$ cat src/rtl/dp_pkg.sv
// dp_pkg: shared datapath width, operand-select encodings and packed-slice offset helper
package dp_pkg;
  localparam int DP_XLEN = 32;
  localparam int SEL_RS = 0;
  localparam int SEL_FWD_EX = 1;
  localparam int SEL_FWD_MEM = 2;
  function automatic int slice_off(input int k, input int width);
    return k * width;
  endfunction
endpackage

$ cat src/rtl/mux_n_to_1_reg_if.sv
// mux_n_to_1_reg_if: selector bus (in_data/in_sel/in_valid/in_ready, out_data/out_sel/out_valid/out_ready, clear_err/err_sel/err_count); master drives inputs, slave is the selector
interface mux_n_to_1_reg_if #(
  parameter int WIDTH = dp_pkg::DP_XLEN,
  parameter int N_IN = 3,
  parameter int CNT_W = 8
);
  localparam int SEL_W = $clog2(N_IN);
  logic [N_IN*WIDTH-1:0] in_data;
  logic [SEL_W-1:0] in_sel;
  logic in_valid;
  logic in_ready;
  logic [WIDTH-1:0] out_data;
  logic [SEL_W-1:0] out_sel;
  logic out_valid;
  logic out_ready;
  logic clear_err;
  logic err_sel;
  logic [CNT_W-1:0] err_count;
  modport master (
    output in_data, in_sel, in_valid, out_ready, clear_err,
    input in_ready, out_data, out_sel, out_valid, err_sel, err_count
  );
  modport slave (
    input in_data, in_sel, in_valid, out_ready, clear_err,
    output in_ready, out_data, out_sel, out_valid, err_sel, err_count
  );
endinterface

$ cat src/rtl/mux_n_to_1_reg_sat_counter.sv
// sat_counter: saturating counter (clock, reset_n, inc, clr -> count); inc with clr restarts at 1
module sat_counter #(
  parameter int CNT_W = 8
) (
  input  logic clock,
  input  logic reset_n,
  input  logic inc,
  input  logic clr,
  output logic [CNT_W-1:0] count
);
  always_ff @(posedge clock)
    count <= !reset_n ? '0 : inc ? (clr ? CNT_W'(1) : &count ? count : count + 1'b1) : clr ? '0 : count;
endmodule

$ cat src/rtl/mux_n_to_1_reg.sv
// mux_n_to_1_reg: registered N:1 word select with valid/ready, zero-fill and error tracking for bad selects (clock, reset_n, bus: mux_n_to_1_reg_if.slave)
module mux_n_to_1_reg
  import dp_pkg::*;
#(
  parameter int WIDTH = DP_XLEN,
  parameter int N_IN = 3,
  parameter int CNT_W = 8
) (
  input logic clock,
  input logic reset_n,
  mux_n_to_1_reg_if.slave bus
);
  localparam int SEL_W = $clog2(N_IN);
  localparam int N_POW = 1 << SEL_W;
  localparam bit POW2 = N_POW == N_IN;
  logic [WIDTH-1:0] words [N_POW];
  logic accept;
  logic bad;
  for (genvar k = 0; k < N_POW; k++) begin : g_word
    if (k < N_IN) begin : g_real
      assign words[k] = bus.in_data[slice_off(k, WIDTH) +: WIDTH];
    end else begin : g_zero
      assign words[k] = '0;
    end
  end
  assign bus.in_ready = reset_n && (!bus.out_valid || bus.out_ready);
  assign accept = bus.in_valid && bus.in_ready;
  assign bad = !POW2 && int'(bus.in_sel) >= N_IN;
  always_ff @(posedge clock) begin
    if (!reset_n) begin
      bus.out_valid <= 1'b0;
      bus.out_data <= '0;
      bus.out_sel <= '0;
      bus.err_sel <= 1'b0;
    end else begin
      bus.out_valid <= accept || (bus.out_valid && !bus.out_ready);
      if (accept) begin
        bus.out_data <= words[bus.in_sel];
        bus.out_sel <= bus.in_sel;
      end
      bus.err_sel <= (accept && bad) || (bus.err_sel && !bus.clear_err);
    end
  end
  sat_counter #(.CNT_W(CNT_W)) u_err_cnt (
    .clock(clock),
    .reset_n(reset_n),
    .inc(accept && bad),
    .clr(bus.clear_err),
    .count(bus.err_count)
  );
endmodule
$ cat src/flat_wrapper.sv
// flat-port wrapper written by rule: the top's interface ports become plain ports
module mux_n_to_1_reg_flat import dp_pkg::*;
#(
  parameter int WIDTH = DP_XLEN,
  parameter int N_IN = 3,
  parameter int CNT_W = 8
)
  (clock, reset_n, bus_in_data, bus_in_sel, bus_in_valid, bus_out_ready, bus_clear_err, bus_in_ready, bus_out_data, bus_out_sel, bus_out_valid, bus_err_sel, bus_err_count);
  mux_n_to_1_reg_if #(.WIDTH(WIDTH), .N_IN(N_IN), .CNT_W(CNT_W)) bus_i ();
  input logic clock;
  input logic reset_n;
  input wire logic [$bits(bus_i.in_data)-1:0] bus_in_data;
  input wire logic [$bits(bus_i.in_sel)-1:0] bus_in_sel;
  input wire logic [$bits(bus_i.in_valid)-1:0] bus_in_valid;
  input wire logic [$bits(bus_i.out_ready)-1:0] bus_out_ready;
  input wire logic [$bits(bus_i.clear_err)-1:0] bus_clear_err;
  output wire logic [$bits(bus_i.in_ready)-1:0] bus_in_ready;
  output wire logic [$bits(bus_i.out_data)-1:0] bus_out_data;
  output wire logic [$bits(bus_i.out_sel)-1:0] bus_out_sel;
  output wire logic [$bits(bus_i.out_valid)-1:0] bus_out_valid;
  output wire logic [$bits(bus_i.err_sel)-1:0] bus_err_sel;
  output wire logic [$bits(bus_i.err_count)-1:0] bus_err_count;
  assign bus_i.in_data = bus_in_data;
  assign bus_i.in_sel = bus_in_sel;
  assign bus_i.in_valid = bus_in_valid;
  assign bus_i.out_ready = bus_out_ready;
  assign bus_i.clear_err = bus_clear_err;
  assign bus_in_ready = bus_i.in_ready;
  assign bus_out_data = bus_i.out_data;
  assign bus_out_sel = bus_i.out_sel;
  assign bus_out_valid = bus_i.out_valid;
  assign bus_err_sel = bus_i.err_sel;
  assign bus_err_count = bus_i.err_count;
  mux_n_to_1_reg #(.WIDTH(WIDTH), .N_IN(N_IN), .CNT_W(CNT_W)) u_core (.clock(clock), .reset_n(reset_n), .bus(bus_i));
endmodule
$ cat config.mk
export PLATFORM = sky130hd
export DESIGN_NAME = mux_n_to_1_reg_flat
export DESIGN_NICKNAME = d
export VERILOG_FILES = /design/src/rtl/dp_pkg.sv /design/src/rtl/mux_n_to_1_reg_if.sv /design/src/rtl/mux_n_to_1_reg_sat_counter.sv /design/src/rtl/mux_n_to_1_reg.sv /design/src/flat_wrapper.sv
export SDC_FILE = /design/constraint.sdc
export NUM_CORES = 1
export LEC_CHECK = 0
export ABC_AREA = 1
export CORE_UTILIZATION = 41
export CTS_BUF_LIST = sky130_fd_sc_hd__clkbuf_4 sky130_fd_sc_hd__clkbuf_8
export DETAILED_ROUTE_END_ITERATION = 12
export PLACE_DENSITY = 0.88
export RECOVER_POWER = 100
export SYNTH_ARGS = -nofsm -noshare
export SYNTH_HDL_FRONTEND = slang
export SYNTH_SLANG_ARGS = --single-unit
export TNS_END_PERCENT = 20
$ cat constraint.sdc
create_clock -name clock -period 3.2 [get_ports clock]
set_clock_uncertainty 0.2 [all_clocks]
set_input_delay 0.48 -clock clock [delete_from_list [all_inputs] [get_ports clock]]
set_output_delay 0.48 -clock clock [all_outputs]
set_load 0.01 [all_outputs]
==> summary.md, run 1 <==
| Metric | Value |
|---|---|
| Internal Pwr Total | `974 uW` |
| Slew headroom | `0.637` |
| Pwr dens | `334 mW/mm^2` |
| Reg clk slew, reported paths | `0.08 ns` |
| ANT nets after route | `0` |
| Seq pwr share | `0.454` |
| Maximum clock path buffer count | `2` |
| Vias in the first global route | `2749` |
| Worst Path Arrival | `2.62 ns` |
| Endpoint class of the critical path | `flip-flop` |
| TNS Setup | `0 ns` |
| Slew @ Worst Pin | `0.543 ns` |
| Synth Cell Area | `0.00239 mm^2` |
| Combinational power share | `0.266` |
| Synth area leader | `dfxtp_1` |
| Clk root buf | `clkbuf_8` |
| CTS resizes | `0` |
| Synth unique cells | `22` |
| CP dominant cell by count | `nand2_1` |
| Critical Path Start Type | `input pin` |
| Fin cells | `571` |
| Sink Count | `44` |
| Pre-Repair DR Iteration Count | `4` |
| Die area | `0.00613 mm^2` |
| DR iter-0 viols | `150` |
| CP max stage cell | `clkdlybuf4s50_1` |
| Area Growth Syn to Fin | `65.1%` |
| Yosys reg bits | `44` |
| Row cnt | `27` |
| TritonCTS buffer count | `5` |
| Nets@finish | `602` |
| DIE HEIGHT | `78.3 um` |
| Final wirelength | `7470 um` |
| Mapped Nets | `466` |
| GRT Overall Usage | `0.250` |
| Via/cell ratio | `5.08` |
| # port buffers | `147` |
| Worst-path maximum fanout | `29` |
| Part of the cycle the worst path needs | `0.816` |
| Slew Viols, Final | `0` |
| CP required | `3.21 ns` |
| Initial cell density of the core | `0.429` |
| First-pass GRT wire length | `12300 um` |
| Clock Latency Late Sink | `0.28 ns` |
| N_diodes | `0` |
| Largest net degree at the start of global routing | `35` |
| Max Clk Rate | `0.383 GHz` |
| Clock power frac | `0.280` |
| Peak supply drop | `0.220 mV` |
| # hold bufs at CTS | `0` |
| WL per Instance | `13.1 um` |
| # setup viols final | `0` |
| Switching power | `341 uW` |
| CTS tree | `built` |
| Total gr overflow | `0` |
| Mean post-synth cell area | `6.60 um^2` |
| Top Ports | `148` |
| RSZ-0062 raised after global routing | `no` |
| GP Congestion | `0.877` |
| DIE WIDTH | `78.3 um` |
| Via count | `2902` |
| Warnings from Yosys | `0` |
| Core area | `0.00557 mm^2` |
| Min Clock Period, post-route | `2.61 ns` |
| Post-synth top area share | `0.369` |
| Antenna violations before repair | `0` |
| Status | `completed` |
| P_leak | `1.60 nW` |
| Final Hold Fails | `0` |
| Sequential area share after synthesis | `0.369` |
| Post-CTS setup buffers | `0` |
| Depth of the CTS H-tree | `2` |
| Slowest cell delay on critical path | `0.51 ns` |
| Syn Inst Count | `362` |
| Max cap viols | `0` |
| Fraction of layout cells with a size suffix above 1 | `0.0421` |
| Worst Hold Class | `reg2reg` |
| CP Class | `in2reg` |
| Post-DP HPWL | `5600 um` |
| Switching share of total power | `0.259` |
| Critical-path cell list | `clkdlybuf4s50_1, clkbuf_1, nand3_4, nor2_4, nand2_1, nand2_4, nand2_1, a21oi_1` |
| Area contributors post-synth | `dfxtp_1 37%, nand2_1 19%, a21oi_1 12%` |
| DRC | `0` |
| Cell count after placement | `563` |
==> flip-flops by register name, indices dropped and copies added (netlist names) <==
signal,flops
u_core.bus.out_data,32
u_core.bus.out_sel,2
u_core.bus.out_valid,1
u_core.bus.err_sel,1
u_core.u_err_cnt.count,8
==> cells by family (layout without fill, tap and decap cells) <==
kind of cell	after synthesis	count (layout)	share of synthesized area
buffers and inverters	43	180	0.0880
AO/OA/AOI/OAI	94	94	0.230
adder cells (fa/ha/maj)	1	1	0.00524
AND/OR/NAND/NOR	180	180	0.307
flip-flops	44	44	0.369
==> cells in the final DEF, fill, tap and decap left out <==
master / Yosys / final
a211oi_1: 14 / 14
a21oi_1: 56 / 56
buf_4: 8 / 4
clkbuf_1: 6 / 1
clkbuf_2: 0 / 1
clkbuf_4: 0 / 2
clkbuf_8: 0 / 6
clkdlybuf4s50_1: 0 / 102
dfxtp_1: 44 / 44
dlygate4sd3_1: 0 / 45
ha_1: 1 / 1
inv_1: 16 / 16
inv_2: 2 / 2
inv_4: 1 / 1
nand2_1: 122 / 123
nand2_4: 2 / 1
nand3_1: 5 / 5
nand3_2: 1 / 1
nand3_4: 1 / 1
nor2_1: 45 / 45
nor2_4: 2 / 2
nor3_1: 2 / 2
o21ai_0: 6 / 6
o31ai_1: 18 / 18
==> cells in the mapped netlist, drive strengths merged <==
| cell type | number |
|---|---|
| o21ai | 6 |
| a211oi | 14 |
| nor3 | 2 |
| a21oi | 56 |
| inv | 19 |
| nand3 | 7 |
| dfxtp | 44 |
| nand2 | 124 |
| clkbuf | 6 |
| nor2 | 47 |
| ha | 1 |
| o31ai | 18 |
| buf | 18 |
==> power groups by stage <==
| stage | Combinational (mW) | Sequential [mW] | Clock, mW |
|---|---|---|---|
| 3_5_place_dp | 0.364 | 0.611 | 0 |
| 3_3_place_gp | 0.357 | 0.610 | 0 |
| 5_1_grt | 0.383 | 0.601 | 0.403 |
| 4_1_cts | 0.365 | 0.599 | 0.373 |
| 2_1_floorplan | 0.133 | 0.625 | 0 |
| 6_report | 0.350 | 0.597 | 0.368 |
==> metrics by stage <==
stage                     power [mW]  hold slack, ns  setup slack [ns]  instance area (um^2)   util
after floorplan                0.758           0.281              1.38                  2390      -
after global placement         0.967           0.242             0.742                  3860  0.692
after detailed placement       0.975           0.246             0.675                  3860  0.692
after CTS                       1.34           0.257             0.753                  3960  0.710
after global routing            1.39           0.268             0.356                  3940  0.707
final                           1.31           0.254             0.589                  3940  0.707
==> worst paths after layout <==
check                          start  cells past startpoint                         to  slack [ns]
min reg2reg  u_core.bus.out_data[14]                      2    u_core.bus.out_data[14]        0.25
max reg2reg     u_core.bus.out_valid                      7  u_core.u_err_cnt.count[3]        1.30
min          u_core.bus.out_data[14]                      2    u_core.bus.out_data[14]        0.25
max                          reset_n                      8  u_core.u_err_cnt.count[3]        0.59
==> per-layer routing <==
metal,routed length (um),up-vias,global-route usage
met3,597,11,0.0581
met1,3030,1303,0.300
li1,-,1462,-
met4,99,0,0.0704
met2,3750,126,0.443
met5,0,-,0
==> critical path, delay by kind of cell <==
family	cells	cell delay, ns
AO/OA/AOI/OAI	1	0.17
buffers and inverters	2	0.90
AND/OR/NAND/NOR	5	1.06
==> cell type report <==
cell class | count | area, um^2
Timing Repair Buffer | 153 | 1510
Tap cell | 72 | 90.1
Fill cell | 491 | 1630
Inverter | 19 | 73.8
Clock buffer | 8 | 97.6
Sequential cell | 44 | 881
Multi-Input combinational cell | 275 | 1290
No activity file was read; power rests on OpenSTA's default activity.
==> inputs of run 2 (changes only) <==
Settings changed: CORE_UTILIZATION 41 to 34, PLACE_DENSITY 0.88 to 0.78.
Clock period 3.2 ns to 2.4 ns, I/O delays scaled along.
==> run 2 against run 1 <==
  * Final cell count up 4.9%
  * Register-to-register slack worse by 0.64 ns
  * Critical path depth shrank 4
  * Sequential share of layout area down 0.43 points
  * First-iteration DRC count down 37%
  * Worst hold slack lost 0.0034 ns
  * Worst setup slack got worse by 0.40 ns
  * Largest power group unchanged
  * Highest routed layer unchanged
==> summary.md, run 2 (synthesized netlist as in run 1, its figures left out) <==
| Metric | Value |
|---|---|
| Status | `completed` |
| Row cnt | `30 (+11%)` |
| Commonest non-fill, non-tap cell in the layout | `nand2_1` |
| Critical-path cell list | `clkdlybuf4s50_1, inv_1, a21oi_1, dlygate4sd3_1` |
| DRC | `0 (unchanged)` |
| Worst-path maximum fanout | `2 (-93%)` |
| CP delay by family, top | `buffers and inverters` |
| Max FFs per register | `32 (unchanged)` |
| # hold bufs at CTS | `0 (unchanged)` |
| GRT Overall Usage | `0.211 (-0.0388)` |
| CTS resizes | `0 (unchanged)` |
| Antenna violations before repair | `0 (unchanged)` |
| Clock Latency Late Sink | `0.28 ns (about the same)` |
| DIE HEIGHT | `85.8 um (+9.6%)` |
| Area Growth Syn to Fin | `68.3%` |
| Clk root buf | `clkbuf_8` |
| Slowest cell delay on critical path | `0.61 ns (+0.10 ns)` |
| Reg clk slew, reported paths | `0.08 ns (about the same)` |
| Biggest regs | `u_core.bus.out_data (32), u_core.u_err_cnt.count (8), u_core.bus.out_sel (2)` |
| Peak supply drop | `0.200 mV (-9.3%)` |
| Total gr overflow | `0 (unchanged)` |
| Initial cell density of the core | `0.352 (-0.0769)` |
| Top Ports | `148 (unchanged)` |
| # setup viols final | `0 (unchanged)` |
| Maximum clock path buffer count | `2 (unchanged)` |
| Final Hold Fails | `0 (unchanged)` |
| Pwr Total | `1.76 mW (+34%)` |
| Worst Path Arrival | `1.65 ns (-0.97 ns)` |
| P_leak | `1.62 nW (+1.7%)` |
| Critical Path Start Type | `input pin` |
| CTS tree | `built` |
| Slew Viols, Final | `0 (unchanged)` |
| CP required | `1.84 ns (-1.37 ns)` |
| Final wirelength | `7790 um (+4.3%)` |
| Most frequent cells in the layout | `122 x nand2_1, 101 x clkdlybuf4s50_1, 56 x a21oi_1, 46 x nor2_1, 46 x dlygate4sd3_1` |
| Worst Hold Class | `reg2reg` |
| TritonCTS buffer count | `5 (unchanged)` |
| Hold Slack | `0.251 ns (-0.00343 ns)` |
| ANT nets after route | `0 (unchanged)` |
| CP max stage cell | `dlygate4sd3_1` |
| Register area | `881 um^2 (unchanged)` |
| DR iter-0 viols | `95 (-37%)` |
| Core area | `0.00679 mm^2 (+22%)` |
| Biggest register | `u_core.bus.out_data` |
| Largest net degree at the start of global routing | `33 (-5.7%)` |
| CP Class | `in2out` |
| Endpoint class of the critical path | `output pin` |
| Sink Count | `44 (unchanged)` |
| Slew @ Worst Pin | `0.645 ns (+0.102 ns)` |
| Max Clk Rate | `0.452 GHz` |
| Post-DP HPWL | `5810 um (+3.7%)` |
| RSZ-0062 raised after global routing | `no` |
| Buf+Inv Stages, Crit Path | `3 (+1)` |
| Pre-Repair DR Iteration Count | `4 (unchanged)` |
| Post-CTS setup buffers | `0 (unchanged)` |
| # port buffers | `147 (unchanged)` |
| Die area | `0.00736 mm^2 (+20%)` |
| Nets@finish | `606 (+0.66%)` |
| Slew headroom | `0.569 (-0.0679)` |
| N_diodes | `0 (unchanged)` |
| WL per Instance | `13.0 um (-0.55%)` |
| GP Congestion | `0.883 (+0.60%)` |
| # fillers | `640 (+30%)` |
| First-pass GRT wire length | `12400 um (+1.1%)` |
| TNS Setup | `0 ns (unchanged)` |
| Vias in the first global route | `2661 (-3.2%)` |
| Via count | `2867 (-1.2%)` |
| DIE WIDTH | `85.8 um (+9.6%)` |
| Multi-input logic area | `0.00129 mm^2 (unchanged)` |
| Part of the cycle the worst path needs | `0.923` |
| Depth of the CTS H-tree | `2 (unchanged)` |
| Pwr dens | `438 mW/mm^2 (+31%)` |
| Max cap viols | `0 (unchanged)` |
| Via/cell ratio | `4.79 (-5.8%)` |
| Fraction of layout cells with a size suffix above 1 | `0.0497 (+0.00762)` |
| Min Clock Period, post-route | `2.21 ns` |
run 2: per-layer routing:
metal	vias up	track usage	wire length (um)
met5	-	0	0
met4	0	0.0652	81
met3	9	0.0414	472
met2	105	0.370	3770
met1	1286	0.262	3470
li1	1467	-	-
run 2: tightest hold or removal path, cell delays in order (launching register included):
cell	delay [ns]
dfxtp_1	0.31
nand2_1	0.05
a21oi_1	0.05
run 2: report_power, final:
group,switching [mW],total [mW],internal (mW)
registers,0.0216,0.795,0.774
logic,0.199,0.474,0.275
clock network,0.233,0.490,0.258
run 2: final timing paths:
kind	startpoint	to	slack [ns]	cells after the start
worst min register to register	u_core.bus.out_data[14]	u_core.bus.out_data[14]	0.25	2
worst min-delay path	u_core.bus.out_data[14]	u_core.bus.out_data[14]	0.25	2
worst max-delay path	reset_n	bus_in_ready	0.19	4
worst max register to register	u_core.bus.out_valid	u_core.u_err_cnt.count[7]	0.66	8
run 2: layout make-up:
cell class	count	area share
Timing Repair Buffer	157	0.388
Multi-Input combinational cell	275	0.321
Clock buffer	8	0.0243
Tap cell	96	0.0299
Sequential cell	44	0.219
Inverter	19	0.0181
run 2: metrics by stage:
stage	instances	setup WS [ns]	cell area, um^2	util
4_1_cts	599	0.238	4030	0.593
3_3_place_gp	591	0.255	3930	0.579
5_1_grt	599	0.114	4020	0.592
6_report	599	0.185	4020	0.592
2_1_floorplan	362	0.820	2390	-
3_5_place_dp	591	0.238	3930	0.579
==> inputs of run 3 (changes only) <==
Settings changed: ABC_AREA 1 to 0, PLACE_DENSITY 0.78 to 0.79, RECOVER_POWER 100 to 25.
Clock period 2.4 ns to 1.9 ns, I/O delays scaled along.
==> run 3 against run 2 <==
  * The flow now finishes with violations (design-rule violations)
  * Synthesized area is 2.5% lower
  * Register-to-register slack worse by 0.47 ns
  * Routed wire length down 13%
  * Via count is 9.6% lower
  * Largest power group unchanged
==> summary.md, run 3 <==
| Metric | Value |
|---|---|
| Most frequent cells in the layout | `133 x clkdlybuf4s50_1, 44 x dfxtp_1, 32 x mux2i_1, 29 x nand2_1, 20 x nand3_1` |
| Sequential area share after synthesis | `0.378 (+0.00931)` |
| DR iter-0 viols | `91 (-4.2%)` |
| Min Clock Period, post-route | `1.83 ns` |
| GRT Overall Usage | `0.189 (-0.0224)` |
| ANT nets after route | `0 (unchanged)` |
| Synth Area in Adders | `0.00537 (+0.000132)` |
| Slew headroom | `0.709 (+0.140)` |
| Clock Latency Late Sink | `0.29 ns (about the same)` |
| Core area | `0.00649 mm^2 (-4.4%)` |
| Synth unique cells | `36 (+64%)` |
| Synth Cell Area | `0.00233 mm^2 (-2.5%)` |
| Worst-path maximum fanout | `8 (+6)` |
| Post-route design area | `0.00405 mm^2 (+0.65%)` |
| Fraction of layout cells with a size suffix above 1 | `0.0738 (+0.0241)` |
| Sink Count | `44 (unchanged)` |
| Synth area leader | `dfxtp_1` |
| Post-synth EDFFs | `0 (unchanged)` |
| # fillers | `593 (-7.3%)` |
| Ys async rst share | `0 (unchanged)` |
| Peak supply drop | `0.249 mV (+24%)` |
| Area Growth Syn to Fin | `73.7%` |
| Pwr dens | `547 mW/mm^2 (+25%)` |
| Max cap viols | `0 (unchanged)` |
| Reg clk slew, reported paths | `0.08 ns (about the same)` |
| Post-synthesis simple-gate area fraction | `0.177 (-0.131)` |
| Critical-path cell list | `clkdlybuf4s50_1` |
| XOR/XNOR Fraction of Synth Area | `0 (unchanged)` |
| Top_reg_cell synth | `dfxtp_1` |
| Max Clk Rate | `0.546 GHz` |
| Biggest register | `u_core.bus.out_data` |
| Initial cell density of the core | `0.359 (+0.00713)` |
| Row cnt | `29 (-3.3%)` |
| RSZ-0062 raised after global routing | `no` |
| Status | `finished, violations left` |
| DIE HEIGHT | `84.8 um (-1.2%)` |
| CP Class | `reg2out` |
| Endpoint class of the critical path | `output pin` |
| Internal Pwr Total | `1.68 mW (+28%)` |
| Critical Path Start Type | `flip-flop` |
| Nets@finish | `523 (-14%)` |
| Mapped Nets | `376 (-19%)` |
| Final Hold Fails | `0 (unchanged)` |
| Slew @ Worst Pin | `0.436 ns (-0.209 ns)` |
| Vias in the first global route | `2396 (-10%)` |
| Antenna violations before repair | `0 (unchanged)` |
| Hold Slack | `0.255 ns (+0.00373 ns)` |
| Mean post-synth cell area | `8.57 um^2 (+30%)` |
| Seq pwr share | `0.452 (about the same)` |
| Area after DPL | `0.00395 mm^2 (+0.54%)` |
| Warnings from Yosys | `0 (unchanged)` |
| CP required | `1.41 ns (-0.43 ns)` |
| Part of the cycle the worst path needs | `0.964` |
| Post-DP HPWL | `5350 um (-7.9%)` |
| # setup viols final | `0 (unchanged)` |
| Via/cell ratio | `5.22 (+9.0%)` |
| Die area | `0.00719 mm^2 (-2.4%)` |
| Reg2reg setup slack | `0.19 ns (-0.47 ns)` |
| Mux cell area share after synthesis | `0.137 (+0.137)` |
| Final wirelength | `6760 um (-13%)` |
| Biggest regs | `u_core.bus.out_data (32), u_core.u_err_cnt.count (8), u_core.bus.out_sel (2)` |
| Core Util, Final | `0.623 (+0.0313)` |
| Compound-Gate Fraction of Synth Area | `0.250 (+0.0192)` |
| Area contributors post-synth | `dfxtp_1 38%, mux2i_1 14%, o211a_1 7.7%` |
| Largest net degree at the start of global routing | `31 (-6.1%)` |
| Via count | `2592 (-9.6%)` |
| Top cells by count, synth | `44 x dfxtp_1, 32 x mux2i_1, 29 x nand2_1` |
| CP delay by family, top | `buffers and inverters` |
| Most common cell in the synthesized netlist | `dfxtp_1` |
| Post-synth top area share | `0.378 (+0.00931)` |
| Depth of the CTS H-tree | `2 (unchanged)` |
| Worst Hold Class | `reg2reg` |
| Clk root buf | `clkbuf_8` |
| Worst Path Arrival | `1.35 ns (-0.30 ns)` |
| TritonCTS buffer count | `5 (unchanged)` |
| N_diodes | `0 (unchanged)` |
| WL per Instance | `13.6 um (+4.6%)` |
| Top Ports | `148 (unchanged)` |
| Slew Viols, Final | `0 (unchanged)` |
| Yosys reg bits | `44 (unchanged)` |
| GP Congestion | `0.803 (-9.0%)` |
| Syn Inst Count | `272 (-25%)` |
| Clock power frac | `0.281 (+0.002)` |
| Max FFs per register | `32 (unchanged)` |
| Slowest cell delay on critical path | `0.59 ns (-0.02 ns)` |
| Switching power | `538 uW (+19%)` |
| Largest family of logic cells by synthesized area | `compound AO/OA/AOI/OAI gates` |
| # port buffers | `147 (unchanged)` |
| DRC | `8 (+8)` |
| Buf+Inv Stages, Crit Path | `1 (-2)` |
| Commonest non-fill, non-tap cell in the layout | `clkdlybuf4s50_1` |
| DIE WIDTH | `84.8 um (-1.2%)` |
| CTS tree | `built` |
| Combinational power share | `0.267 (-0.003)` |
| Failing checks | `design-rule violations` |
| TNS Setup | `0 ns (unchanged)` |
| Maximum clock path buffer count | `2 (unchanged)` |
| Switching share of total power | `0.243 (-0.0147)` |
| Total gr overflow | `0 (unchanged)` |
| P_leak | `1.75 nW (+8.1%)` |
| Pre-Repair DR Iteration Count | `9 (+5)` |
| CP max stage cell | `clkdlybuf4s50_1` |
| First-pass GRT wire length | `11000 um (-11%)` |
| Post-CTS setup buffers | `0 (unchanged)` |
==> run 3: cell types whose count changed after synthesis, sizes merged, moves of 10 or more <==
cell    before  now
a211oi      14    0
mux2i        0   32
a21oi       56   18
o211a        0   18
o31ai       18    2
o211ai       0   18
inv         19    2
o21ai        6   16
nand3        7   21
nand2      124   29
nor2        47   16
==> run 3: worst paths after layout <==
| path | from | end | depth (start not counted) |
|---|---|---|---|
| worst max-delay path | u_core.u_err_cnt.count[3] | bus_err_count[3] | 1 |
| worst min-delay path | u_core.bus.out_sel[1] | u_core.bus.out_sel[1] | 2 |
| worst max register to register | u_core.u_err_cnt.count[0] | u_core.u_err_cnt.count[3] | 5 |
| worst min register to register | u_core.bus.out_sel[1] | u_core.bus.out_sel[1] | 2 |
==> run 3: layout make-up <==
cell class                      instances  area [um^2]  share of cell area
Clock buffer                            8         97.6              0.0241
Timing Repair Buffer                  165         1640               0.404
Tap cell                               77         96.3              0.0238
Sequential cell                        44          881               0.218
Multi-Input combinational cell        201         1330               0.328
Inverter                                2         7.51             0.00186
==> run 3: through the flow <==
stage	setup WS (ns)	cells	power, mW
4_1_cts	0.0679	497	2.25
2_1_floorplan	0.239	272	1.24
6_report	0.0687	497	2.21
3_5_place_dp	-0.188	489	1.63
5_1_grt	0.0123	497	2.33
3_3_place_gp	-0.138	489	1.62
==> run 3: cells by family after synthesis <==
family	count (synthesis)
AO/OA/AOI/OAI	82
adder cells (fa/ha/maj)	1
buffers and inverters	27
flip-flops	44
multiplexers	32
AND/OR/NAND/NOR	86
==> run 3: power groups by stage <==
stage | sequential [mW] | combinational [mW] | clock (mW)
2_1_floorplan | 1.04 | 0.198 | 0
3_3_place_gp | 1.02 | 0.595 | 0
3_5_place_dp | 1.02 | 0.606 | 0
4_1_cts | 1.00 | 0.606 | 0.644
5_1_grt | 1.01 | 0.640 | 0.678
6_report | 1.00 | 0.591 | 0.622
==> run 3: metal layers <==
metal,GRT usage,part of all wire,vias to the layer above
li1,-,-,1285
met1,0.226,0.41,1192
met2,0.339,0.49,113
met3,0.0501,0.092,2
met4,0.0416,0.0028,0
met5,0,0,-
==> run 3: what timing repair did <==
item                                    in CTS  in global routing
endpoints found under the setup margin       1                  0
endpoints found under the hold margin        0                  0
resized for setup                            1                  0
hold buffers                                 0                  0
